<file path="config.mk">
export PLATFORM = sky130hd
export DESIGN_NAME = ex_stage_pipe_flat
export DESIGN_NICKNAME = d
export VERILOG_FILES = /design/src/rtl/legv8_pkg.sv /design/src/rtl/ex_stage_pipe_if.sv /design/src/rtl/ex_stage_pipe_mul_iter.sv /design/src/rtl/ex_stage_pipe.sv /design/src/flat_wrapper.sv
export SDC_FILE = /design/constraint.sdc
export NUM_CORES = 2
export LEC_CHECK = 0
export ABC_AREA = 1
export BUFFER_PORTS_ARGS = -buffer_cell sky130_fd_sc_hd__buf_4
export CAP_MARGIN = 0
export CORE_ASPECT_RATIO = 1.25
export CORE_MARGIN = 1.5
export CORE_UTILIZATION = 40
export CTS_CLUSTER_DIAMETER = 50
export CTS_CLUSTER_SIZE = 25
export DETAILED_ROUTE_END_ITERATION = 12
export GPL_TIMING_DRIVEN = 0
export PLACE_DENSITY = 0.61
export SYNTH_ARGS = -nofsm -noshare
export SYNTH_HDL_FRONTEND = slang
export SYNTH_SLANG_ARGS = --single-unit
</file>
<file path="constraint.sdc">
create_clock -name clk -period 10.7 [get_ports clk]
set_input_delay 1.07 -clock clk [delete_from_list [all_inputs] [get_ports clk]]
set_output_delay 1.07 -clock clk [all_outputs]
set_load 0.03 [all_outputs]
</file>
<file path="src/rtl/legv8_pkg.sv">
// Shared LEGv8 execute-stage definitions: ALUOp codes,
// R-format opcodes, function select and FSM states.
package legv8_pkg;

  localparam logic [1:0] ALUOP_ADD   = 2'b00;
  localparam logic [1:0] ALUOP_CBZ   = 2'b01;
  localparam logic [1:0] ALUOP_RTYPE = 2'b10;

  localparam logic [10:0] OPC_ADD = 11'b10001011000;
  localparam logic [10:0] OPC_SUB = 11'b11001011000;
  localparam logic [10:0] OPC_AND = 11'b10001010000;
  localparam logic [10:0] OPC_ORR = 11'b10101010000;
  localparam logic [10:0] OPC_LSL = 11'b11010011011;
  localparam logic [10:0] OPC_LSR = 11'b11010011010;
  localparam logic [10:0] OPC_MUL = 11'b10011011000;

  typedef enum logic {
    IDLE,
    MUL
  } state_t;

  typedef enum logic [3:0] {
    F_ADD,
    F_SUB,
    F_AND,
    F_ORR,
    F_LSL,
    F_LSR,
    F_MUL,
    F_PASS,
    F_ILL
  } fn_t;

  function automatic fn_t rtype_fn(
    input logic [10:0] opc,
    input logic        mul_en
  );
    fn_t fn;
    case (opc)
      OPC_ADD: fn = F_ADD;
      OPC_SUB: fn = F_SUB;
      OPC_AND: fn = F_AND;
      OPC_ORR: fn = F_ORR;
      OPC_LSL: fn = F_LSL;
      OPC_LSR: fn = F_LSR;
      OPC_MUL: fn = mul_en ? F_MUL : F_ILL;
      default: fn = F_ILL;
    endcase
    return fn;
  endfunction

  function automatic fn_t decode_fn(
    input logic [1:0]  alu_op,
    input logic [10:0] opc,
    input logic        mul_en
  );
    fn_t fn;
    fn = F_ILL;
    unique case (1'b1)
      (alu_op == ALUOP_ADD):   fn = F_ADD;
      (alu_op == ALUOP_CBZ):   fn = F_PASS;
      (alu_op == ALUOP_RTYPE): fn = rtype_fn(opc, mul_en);
      default:                 fn = F_ILL;
    endcase
    return fn;
  endfunction

endpackage

</file>
<file path="src/rtl/ex_stage_pipe_if.sv">
// ID/EX request and EX/MEM result handshake bundle
// for the LEGv8 execute stage.
interface ex_stage_pipe_if #(
  parameter int DATA_W = 64,
  parameter int TAG_W  = 5
);
  logic              in_valid;
  logic              in_ready;
  logic [1:0]        alu_op;
  logic [10:0]       opcode;
  logic              alu_src;
  logic [DATA_W-1:0] rd_data_1;
  logic [DATA_W-1:0] rd_data_2;
  logic [DATA_W-1:0] sign_ext;
  logic [DATA_W-1:0] pc;
  logic [TAG_W-1:0]  in_tag;
  logic              out_valid;
  logic              out_ready;
  logic [DATA_W-1:0] alu_result;
  logic [DATA_W-1:0] add_result;
  logic              zero;
  logic              illegal;
  logic [TAG_W-1:0]  out_tag;
  logic              busy;

  modport master (
    output in_valid, alu_op, opcode, alu_src,
    output rd_data_1, rd_data_2, sign_ext, pc,
    output in_tag, out_ready,
    input  in_ready, out_valid, alu_result,
    input  add_result, zero, illegal, out_tag, busy
  );

  modport slave (
    input  in_valid, alu_op, opcode, alu_src,
    input  rd_data_1, rd_data_2, sign_ext, pc,
    input  in_tag, out_ready,
    output in_ready, out_valid, alu_result,
    output add_result, zero, illegal, out_tag, busy
  );
endinterface

</file>
<file path="src/rtl/ex_stage_pipe_mul_iter.sv">
// Radix-2 shift-add multiplier, one multiplier bit per
// clock; done holds once all DATA_W bits are consumed.
module mul_iter #(
  parameter int DATA_W = 64
) (
  input  logic              clk,
  input  logic              rst_n,
  input  logic              start,
  input  logic [DATA_W-1:0] a,
  input  logic [DATA_W-1:0] b,
  output logic              done,
  output logic [DATA_W-1:0] product
);
  localparam int CNT_W = $clog2(DATA_W) + 1;

  logic [DATA_W-1:0] mcand_q;
  logic [DATA_W-1:0] mplier_q;
  logic [DATA_W-1:0] acc_q;
  logic [CNT_W-1:0]  cnt_q;

  assign done    = (cnt_q == CNT_W'(DATA_W));
  assign product = acc_q;

  // bit 0 is consumed on the start edge itself
  always_ff @(posedge clk) begin
    if (!rst_n) begin
      mcand_q  <= '0;
      mplier_q <= '0;
      acc_q    <= '0;
      cnt_q    <= '0;
    end else if (start) begin
      acc_q    <= b[0] ? a : '0;
      mcand_q  <= a << 1;
      mplier_q <= b >> 1;
      cnt_q    <= CNT_W'(1);
    end else if (!done && cnt_q != '0) begin
      if (mplier_q[0]) acc_q <= acc_q + mcand_q;
      mcand_q  <= mcand_q << 1;
      mplier_q <= mplier_q >> 1;
      cnt_q    <= cnt_q + CNT_W'(1);
    end
  end
endmodule

</file>
<file path="src/rtl/ex_stage_pipe.sv">
// LEGv8 execute stage: single-cycle ALU, branch target
// adder and iterative MUL behind a registered handshake.
module ex_stage_pipe
  import legv8_pkg::*;
#(
  parameter int DATA_W = 64,
  parameter int TAG_W  = 5,
  parameter int MUL_EN = 1
) (
  input logic           clk,
  input logic           rst_n,
  ex_stage_pipe_if.slave bus
);
  localparam int SH_W = $clog2(DATA_W);

  state_t state_q, state_d;
  fn_t    fn;

  logic [DATA_W-1:0] b_op;
  logic [DATA_W-1:0] res_c;
  logic              ill_c;
  logic [DATA_W-1:0] tgt_c;
  logic [DATA_W-1:0] tgt_q;
  logic [TAG_W-1:0]  tag_q;
  logic [DATA_W-1:0] mul_prod;
  logic              mul_done;
  logic              accept;
  logic              is_mul;
  logic              out_free;
  logic              mul_load;

  logic              ov_q;
  logic [DATA_W-1:0] res_q;
  logic [DATA_W-1:0] add_q;
  logic              zero_q;
  logic              ill_q;
  logic [TAG_W-1:0]  otag_q;

  assign fn       = decode_fn(bus.alu_op, bus.opcode,
                              MUL_EN != 0);
  assign b_op     = bus.alu_src ? bus.sign_ext
                                : bus.rd_data_2;
  assign tgt_c    = bus.pc + (bus.sign_ext << 2);
  assign out_free = !ov_q || bus.out_ready;
  assign is_mul   = (fn == F_MUL);
  assign accept   = bus.in_valid && bus.in_ready;
  assign mul_load = (state_q == MUL) && mul_done
                    && out_free;

  assign bus.in_ready   = (state_q == IDLE) && out_free;
  assign bus.busy       = (state_q == MUL);
  assign bus.out_valid  = ov_q;
  assign bus.alu_result = res_q;
  assign bus.add_result = add_q;
  assign bus.zero       = zero_q;
  assign bus.illegal    = ill_q;
  assign bus.out_tag    = otag_q;

  always_comb begin
    res_c = '0;
    ill_c = 1'b0;
    unique case (fn)
      F_ADD:  res_c = bus.rd_data_1 + b_op;
      F_SUB:  res_c = bus.rd_data_1 - b_op;
      F_AND:  res_c = bus.rd_data_1 & b_op;
      F_ORR:  res_c = bus.rd_data_1 | b_op;
      F_LSL:  res_c = bus.rd_data_1 << b_op[SH_W-1:0];
      F_LSR:  res_c = bus.rd_data_1 >> b_op[SH_W-1:0];
      F_PASS: res_c = b_op;
      F_MUL:  res_c = '0;
      default: ill_c = 1'b1;
    endcase
  end

  mul_iter #(
    .DATA_W (DATA_W)
  ) u_mul (
    .clk     (clk),
    .rst_n   (rst_n),
    .start   (accept && is_mul),
    .a       (bus.rd_data_1),
    .b       (b_op),
    .done    (mul_done),
    .product (mul_prod)
  );

  always_comb begin
    state_d = state_q;
    unique case (state_q)
      IDLE: if (accept && is_mul) state_d = MUL;
      MUL:  if (mul_done && out_free) state_d = IDLE;
      default: state_d = IDLE;
    endcase
  end

  always_ff @(posedge clk) begin
    if (!rst_n) begin
      state_q <= IDLE;
      ov_q    <= 1'b0;
      res_q   <= '0;
      add_q   <= '0;
      zero_q  <= 1'b0;
      ill_q   <= 1'b0;
      otag_q  <= '0;
      tag_q   <= '0;
      tgt_q   <= '0;
    end else begin
      state_q <= state_d;
      if (accept && !is_mul) begin
        ov_q   <= 1'b1;
        res_q  <= res_c;
        zero_q <= (res_c == '0);
        ill_q  <= ill_c;
        add_q  <= tgt_c;
        otag_q <= bus.in_tag;
      end else if (mul_load) begin
        ov_q   <= 1'b1;
        res_q  <= mul_prod;
        zero_q <= (mul_prod == '0);
        ill_q  <= 1'b0;
        add_q  <= tgt_q;
        otag_q <= tag_q;
      end else if (bus.out_ready) begin
        ov_q   <= 1'b0;
      end
      // MUL side data captured at acceptance only
      if (accept) begin
        tag_q <= bus.in_tag;
        tgt_q <= tgt_c;
      end
    end
  end
endmodule

</file>
<file path="src/flat_wrapper.sv">
// flat-port wrapper written by rule: the top's interface ports become plain ports
module ex_stage_pipe_flat import legv8_pkg::*;
#(
  parameter int DATA_W = 64,
  parameter int TAG_W  = 5,
  parameter int MUL_EN = 1
)
  (clk, rst_n, bus_in_valid, bus_alu_op, bus_opcode, bus_alu_src, bus_rd_data_1, bus_rd_data_2, bus_sign_ext, bus_pc, bus_in_tag, bus_out_ready, bus_in_ready, bus_out_valid, bus_alu_result, bus_add_result, bus_zero, bus_illegal, bus_out_tag, bus_busy);
  ex_stage_pipe_if #(.DATA_W(DATA_W), .TAG_W(TAG_W)) bus_i ();
  input logic clk;
  input logic rst_n;
  input wire logic [$bits(bus_i.in_valid)-1:0] bus_in_valid;
  input wire logic [$bits(bus_i.alu_op)-1:0] bus_alu_op;
  input wire logic [$bits(bus_i.opcode)-1:0] bus_opcode;
  input wire logic [$bits(bus_i.alu_src)-1:0] bus_alu_src;
  input wire logic [$bits(bus_i.rd_data_1)-1:0] bus_rd_data_1;
  input wire logic [$bits(bus_i.rd_data_2)-1:0] bus_rd_data_2;
  input wire logic [$bits(bus_i.sign_ext)-1:0] bus_sign_ext;
  input wire logic [$bits(bus_i.pc)-1:0] bus_pc;
  input wire logic [$bits(bus_i.in_tag)-1:0] bus_in_tag;
  input wire logic [$bits(bus_i.out_ready)-1:0] bus_out_ready;
  output wire logic [$bits(bus_i.in_ready)-1:0] bus_in_ready;
  output wire logic [$bits(bus_i.out_valid)-1:0] bus_out_valid;
  output wire logic [$bits(bus_i.alu_result)-1:0] bus_alu_result;
  output wire logic [$bits(bus_i.add_result)-1:0] bus_add_result;
  output wire logic [$bits(bus_i.zero)-1:0] bus_zero;
  output wire logic [$bits(bus_i.illegal)-1:0] bus_illegal;
  output wire logic [$bits(bus_i.out_tag)-1:0] bus_out_tag;
  output wire logic [$bits(bus_i.busy)-1:0] bus_busy;
  assign bus_i.in_valid = bus_in_valid;
  assign bus_i.alu_op = bus_alu_op;
  assign bus_i.opcode = bus_opcode;
  assign bus_i.alu_src = bus_alu_src;
  assign bus_i.rd_data_1 = bus_rd_data_1;
  assign bus_i.rd_data_2 = bus_rd_data_2;
  assign bus_i.sign_ext = bus_sign_ext;
  assign bus_i.pc = bus_pc;
  assign bus_i.in_tag = bus_in_tag;
  assign bus_i.out_ready = bus_out_ready;
  assign bus_in_ready = bus_i.in_ready;
  assign bus_out_valid = bus_i.out_valid;
  assign bus_alu_result = bus_i.alu_result;
  assign bus_add_result = bus_i.add_result;
  assign bus_zero = bus_i.zero;
  assign bus_illegal = bus_i.illegal;
  assign bus_out_tag = bus_i.out_tag;
  assign bus_busy = bus_i.busy;
  ex_stage_pipe #(.DATA_W(DATA_W), .TAG_W(TAG_W), .MUL_EN(MUL_EN)) u_core (.clk(clk), .rst_n(rst_n), .bus(bus_i));
endmodule
</file>
==> impl_results.rst, run 1 <==
.. list-table::
   :header-rows: 1

   * - Metric
     - Value
   * - Via count of the first global-routing pass
     - 67000
   * - Synth Instances
     - 7556
   * - Nets in the synthesized netlist
     - 8030
   * - Routability-driven placement congestion ratio
     - 1.34
   * - Synth Register Bits
     - 403
   * - Cell taking the most area after synthesis
     - sky130_fd_sc_hd__dfxtp_1
   * - Number of hold buffers added after CTS
     - 0
   * - Final HPWL DP
     - 282 mm
   * - Total placed cells including tap cells
     - 9388
   * - Vertical die dimension
     - 368 um
   * - Number of placed I/O pins
     - 417
   * - TritonCTS Sinks
     - 403
   * - Run status
     - stopped before the end
   * - Area fraction of the dominant cell type after synthesis
     - 19.0%
   * - Pin count of the biggest net entering global routing
     - 23
   * - Horizontal die dimension
     - 295 um
   * - Sum of overflow across all layers after global routing
     - 607
   * - Root buf cell
     - sky130_fd_sc_hd__clkbuf_16
   * - Initial Util
     - 40.4%
   * - Number of enable-type register cells in the synthesized netlist
     - 0
   * - Warning count from the yosys run
     - 0
   * - Stopped at
     - global routing (5_1_grt)
   * - Overall fraction of global-route tracks in use
     - 75.5%
   * - Top cells by area in the synthesized netlist
     - sky130_fd_sc_hd__dfxtp_1 19%, sky130_fd_sc_hd__nand2_1 18%, sky130_fd_sc_hd__nand3_1 13%
   * - Cell variety after synth
     - 63
   * - Cell area after technology mapping
     - 42600 sq um
   * - Inserted Clock Buffers
     - 41
   * - First error
     - [ERROR GRT-0116] Global routing finished with congestion. Check the congestion regions in the DRC Viewer.
   * - First-pass GRT wire length
     - 598 mm
   * - Max clock buf depth
     - 3
   * - Total of cells resized after clock tree synthesis
     - 0
   * - Total number of H-tree levels
     - 2
   * - Seq/Total Area, Yosys
     - 19.0%
   * - Async set-or-reset flop fraction in the synthesized netlist
     - 0%
   * - Count of buffers from port buffering
     - 415
   * - Avg Cell Area, Syn
     - 5.63 sq um
   * - Standard-cell row count
     - 133
   * - Total setup buffers inserted after CTS
     - 0
   * - Main synth FF type
     - sky130_fd_sc_hd__dfxtp_1
-- cells in the mapped netlist, drive strengths merged, types with 2 or more instances --
library cell,count
o2111ai,4
o311ai,4
a31oi,201
o221a,2
clkbuf,206
inv,823
dfxtp,403
a211oi,13
mux2i,11
nand3b,15
nand3,1072
nor4,41
clkinv,6
a22oi,2
a21boi,6
buf,145
and2,9
o31ai,7
a311oi,16
a21o,30
a221oi,9
fa,3
ha,192
nor3,62
o21ai,588
o221ai,6
o21bai,33
o22ai,57
a21oi,422
xnor2,52
and3,5
nand4,70
o21a,25
nand2,2103
nor2,725
or2,23
xor2,105
o211ai,56
-- cell families after synthesis --
logic type	Yosys count	synth area share (%)
adders and majority gates	195	5.79
DFF	403	19.0
muxes	11	0.259
buffers and inverters	1180	10.9
xor gates and xnor gates	157	3.23
and+or+nand+nor	4126	41.1
AOI/OAI and AO/OA	1484	19.8
-- per-layer routing --
| layer | global-route usage [%] | GRT overflow |
|---|---|---|
| met1 | 75.4 | 16 |
| met2 | 90.4 | 360 |
| met3 | 60.8 | 14 |
| met4 | 75.9 | 212 |
| met5 | 35.5 | 5 |
-- through the flow --
| step | cell area, sq um | util [%] | worst slack, ns |
|---|---|---|---|
| after global placement | 47500 | 45.0 | 2.09 |
| after detailed placement | 47500 | 45.0 | 2.04 |
| after floorplan | 42600 | - | 4.92 |
| after CTS | 48900 | 46.5 | 2.60 |
==> run 2, diff against run 1 <==
CORE_ASPECT_RATIO = default   (was 1.25)
CORE_UTILIZATION = 25   (was 40)
CTS_CLUSTER_DIAMETER = default   (was 50)
CTS_CLUSTER_SIZE = default   (was 25)
PLACE_DENSITY = default   (was 0.61)
PLACE_DENSITY_LB_ADDON = 0.15   (was default)
==> run 2 against run 1 <==
Compared with the run above:
- the flow now finishes, with violations (max-capacitance violations, max-slew violations)
- synthesized area is the same
- synthesized cell count is the same
==> impl_results.rst, run 2 <==
.. list-table::
   :header-rows: 1

   * - Metric
     - Value
   * - Total number of H-tree levels
     - 2
   * - Drt wl/cell
     - 37.7 um
   * - Residual antenna-violating net count after detailed routing
     - 0
   * - Inserted Clock Buffers
     - 46
   * - Share of final-layout standard cells stronger than drive strength 1
     - 8.50%
   * - Max clock buf depth
     - 3
   * - Slew @ Worst Pin
     - 1.56 ns
   * - Initial Util
     - 25.1%
   * - Slew margin rel.
     - -5.32%
   * - Overall fraction of global-route tracks in use
     - 43.0%
   * - Total placed cells including tap cells
     - 10200
   * - Leading cell type by number of instances after synthesis
     - sky130_fd_sc_hd__nand2_1
   * - Max-cap violations
     - 1
   * - Average vias per placed instance
     - 5.80
   * - Final-layout setup total negative slack
     - 0 ns
   * - Total setup buffers inserted after CTS
     - 0
   * - Setup repair after global routing missed its margin
     - false
   * - Leakage Power
     - 23.4 nW
   * - Min-Delay Path Class
     - reg2reg
   * - Horizontal die dimension
     - 416 um
   * - Net switching fraction of the power
     - 49.0%
   * - Synthesis-to-layout area growth
     - 17.7%
   * - Via count of the first global-routing pass
     - 55100
   * - Vertical die dimension
     - 416 um
   * - Number of cells on the worst reg-to-reg path
     - 18
   * - Root buf cell
     - sky130_fd_sc_hd__clkbuf_16
   * - Power Dens Cells
     - 124 nW/um^2
   * - Critical path class
     - in2reg
   * - Iter 0 DRT Violations
     - 7486
   * - Worst vdd ir
     - 0.0941 mV
   * - Most frequent cells in the layout
     - 2088 x sky130_fd_sc_hd__nand2_1, 1068 x sky130_fd_sc_hd__nand3_1, 809 x sky130_fd_sc_hd__inv_1
   * - Die Outline Area
     - 173000 sq um
   * - Maximum achievable frequency
     - 0.104 GHz
   * - Number of hold buffers added after CTS
     - 0
   * - Avg Cell Area, Syn
     - 5.63 sq um
   * - Number of placed I/O pins
     - 417
   * - Delay contributed by the slowest stage of the critical path
     - 1.08 ns
   * - Core Util, Final
     - 29.6%
   * - Clock power share
     - 27.2%
   * - First-pass GRT wire length
     - 503 mm
   * - Async set-or-reset flop fraction in the synthesized netlist
     - 0%
   * - Violated checks
     - max-capacitance violations, max-slew violations
   * - Sequential Power Share
     - 26.2%
   * - Clock transition at the registers of the reported paths
     - 0.06 ns
   * - Net Switching
     - 3.04 mW
   * - Cell with the most instances on the worst path
     - sky130_fd_sc_hd__nand2_1
   * - Pins over their slew limit
     - 2
   * - Endpoint arrival time on the critical path
     - 10.16 ns
   * - Min cycle time layout
     - 9.62 ns
   * - DRC violation count after routing
     - 0
   * - Internal
     - 3.17 mW
   * - Cell variety after synth
     - 63
   * - Cell taking the most area after synthesis
     - sky130_fd_sc_hd__dfxtp_1
   * - Master of the slowest instance on the critical path
     - sky130_fd_sc_hd__clkbuf_1
   * - Top fanout value on the critical path
     - 12
   * - Source-to-sink clock delay at the later pin of the worst-skew pair
     - 0.64 ns
   * - Nature of the critical path endpoint
     - flop
   * - Worst setup SP type
     - input port
   * - Nets@finish
     - 8497
   * - Pin count of the biggest net entering global routing
     - 14
   * - Number of endpoints failing setup at the final stage
     - 0
   * - Drt first pass iters
     - 8
   * - TritonCTS clock tree
     - built
   * - Final cycle utilization of the critical path
     - 89.9%
   * - Top cells by area in the synthesized netlist
     - sky130_fd_sc_hd__dfxtp_1 19%, sky130_fd_sc_hd__nand2_1 18%, sky130_fd_sc_hd__nand3_1 13%
   * - Via total after detailed routing
     - 59600
   * - Sum of overflow across all layers after global routing
     - 0
   * - Number of enable-type register cells in the synthesized netlist
     - 0
   * - Count of buffers from port buffering
     - 415
   * - Number of cells in the finished layout apart from fillers
     - 10300
   * - Core outline area
     - 169000 sq um
   * - Final HPWL DP
     - 327 mm
   * - Smallest hold slack
     - 0.462 ns
   * - Combinational share of power
     - 46.6%
   * - Most common cell after layout, fill and taps aside
     - sky130_fd_sc_hd__nand2_1
   * - Total power after layout
     - 6.22 mW
   * - Synth Instances
     - 7556
   * - Routability-driven placement congestion ratio
     - 1.13
   * - Number of inserted filler cells in the final layout
     - 19800
   * - Post-Route Skew
     - 0.0399 ns
   * - Cell area after technology mapping
     - 42600 sq um
   * - Nets in the synthesized netlist
     - 8030
   * - Main synth FF type
     - sky130_fd_sc_hd__dfxtp_1
   * - Seq/Total Area, Yosys
     - 19.0%
   * - Standard-cell row count
     - 151
   * - Synth cell count leaders
     - 2088 x sky130_fd_sc_hd__nand2_1, 1068 x sky130_fd_sc_hd__nand3_1, 809 x sky130_fd_sc_hd__inv_1
   * - Final Hold Viols
     - 0
   * - Initial antenna violation count
     - 25
   * - Synth Register Bits
     - 403
   * - Total of cells resized after clock tree synthesis
     - 0
   * - Run status
     - complete, but fails checks
   * - Data required time at the worst endpoint
     - 11.24 ns
   * - Warning count from the yosys run
     - 0
   * - Sum of routed wire length over all layers
     - 387 mm
   * - Hold depth
     - 2
   * - Area fraction of the dominant cell type after synthesis
     - 19.0%
   * - TritonCTS Sinks
     - 403
-- run 2: cell counts after synthesis --
No cell type changed its count.
-- run 2: stage by stage --
step	setup WS, ns	instance area [sq um]
2_1_floorplan	4.92	42600
3_3_place_gp	1.06	48500
6_report	1.08	50100
4_1_cts	1.66	50000
5_1_grt	1.17	50100
3_5_place_dp	1.05	48500
-- run 2: cell families after synthesis --
family | share of synthesized area [%]
mux | 0.259
fa+ha+maj | 5.79
simple gates | 41.1
xor+xnor | 3.23
buf+inv | 10.9
compound gates | 19.8
flops | 19.0
-- run 2: final timing paths --
| path | start | end | slack (ns) |
|---|---|---|---|
| setup reg to reg | u_core.u_mul.mcand_q[1] | u_core.u_mul.product[59] | 5.80 |
| hold / removal | u_core.tgt_q[15] | u_core.tgt_q[15] | 0.46 |
| setup / recovery | bus_alu_src | u_core.bus.zero | 1.08 |
| hold reg to reg | u_core.tgt_q[15] | u_core.tgt_q[15] | 0.46 |
-- run 2: worst max-delay path: cells and delay by family --
kind / cells / cell delay (ns)
and+or+nand+nor: 29 / 4.94
buffers and inverters: 6 / 2.84
adders and majority gates: 2 / 0.72
xor gates and xnor gates: 1 / 0.31
AOI/OAI and AO/OA: 1 / 0.17
-- run 2: layout make-up --
cell class              count  area [sq um]  share of cell area [%]
clock buffers              71          1370                    2.73
repair buffers            419          3160                    6.31
multi-input cells        5973         29900                    59.6
inverters                 829          3110                    6.21
diodes                     13          32.5                  0.0649
well taps                2218          2780                    5.54
clock inverters            14           210                   0.419
plain buffers             351          1530                    3.06
flip-flops and latches    403          8070                    16.1
-- run 2: routing by layer --
layer | routed length, um | track usage (%) | vias to the layer above
met5 | 90 | 0 | -
met4 | 48800 | 43.9 | 12
met3 | 28000 | 7.45 | 1094
met2 | 165000 | 66.1 | 3488
met1 | 145000 | 49.4 | 28800
li1 | - | - | 26200
-- run 2: power by group through the flow --
stage | clock network (mW) | logic, mW | registers [mW]
final | 1.69 | 2.90 | 1.63
after global routing | 1.76 | 2.92 | 1.63
after CTS | 1.70 | 2.76 | 1.63
after detailed placement | 0 | 2.75 | 1.66
after global placement | 0 | 2.76 | 1.66
after floorplan | 0 | 1.23 | 1.73
No activity file was read; power rests on OpenSTA's default activity.
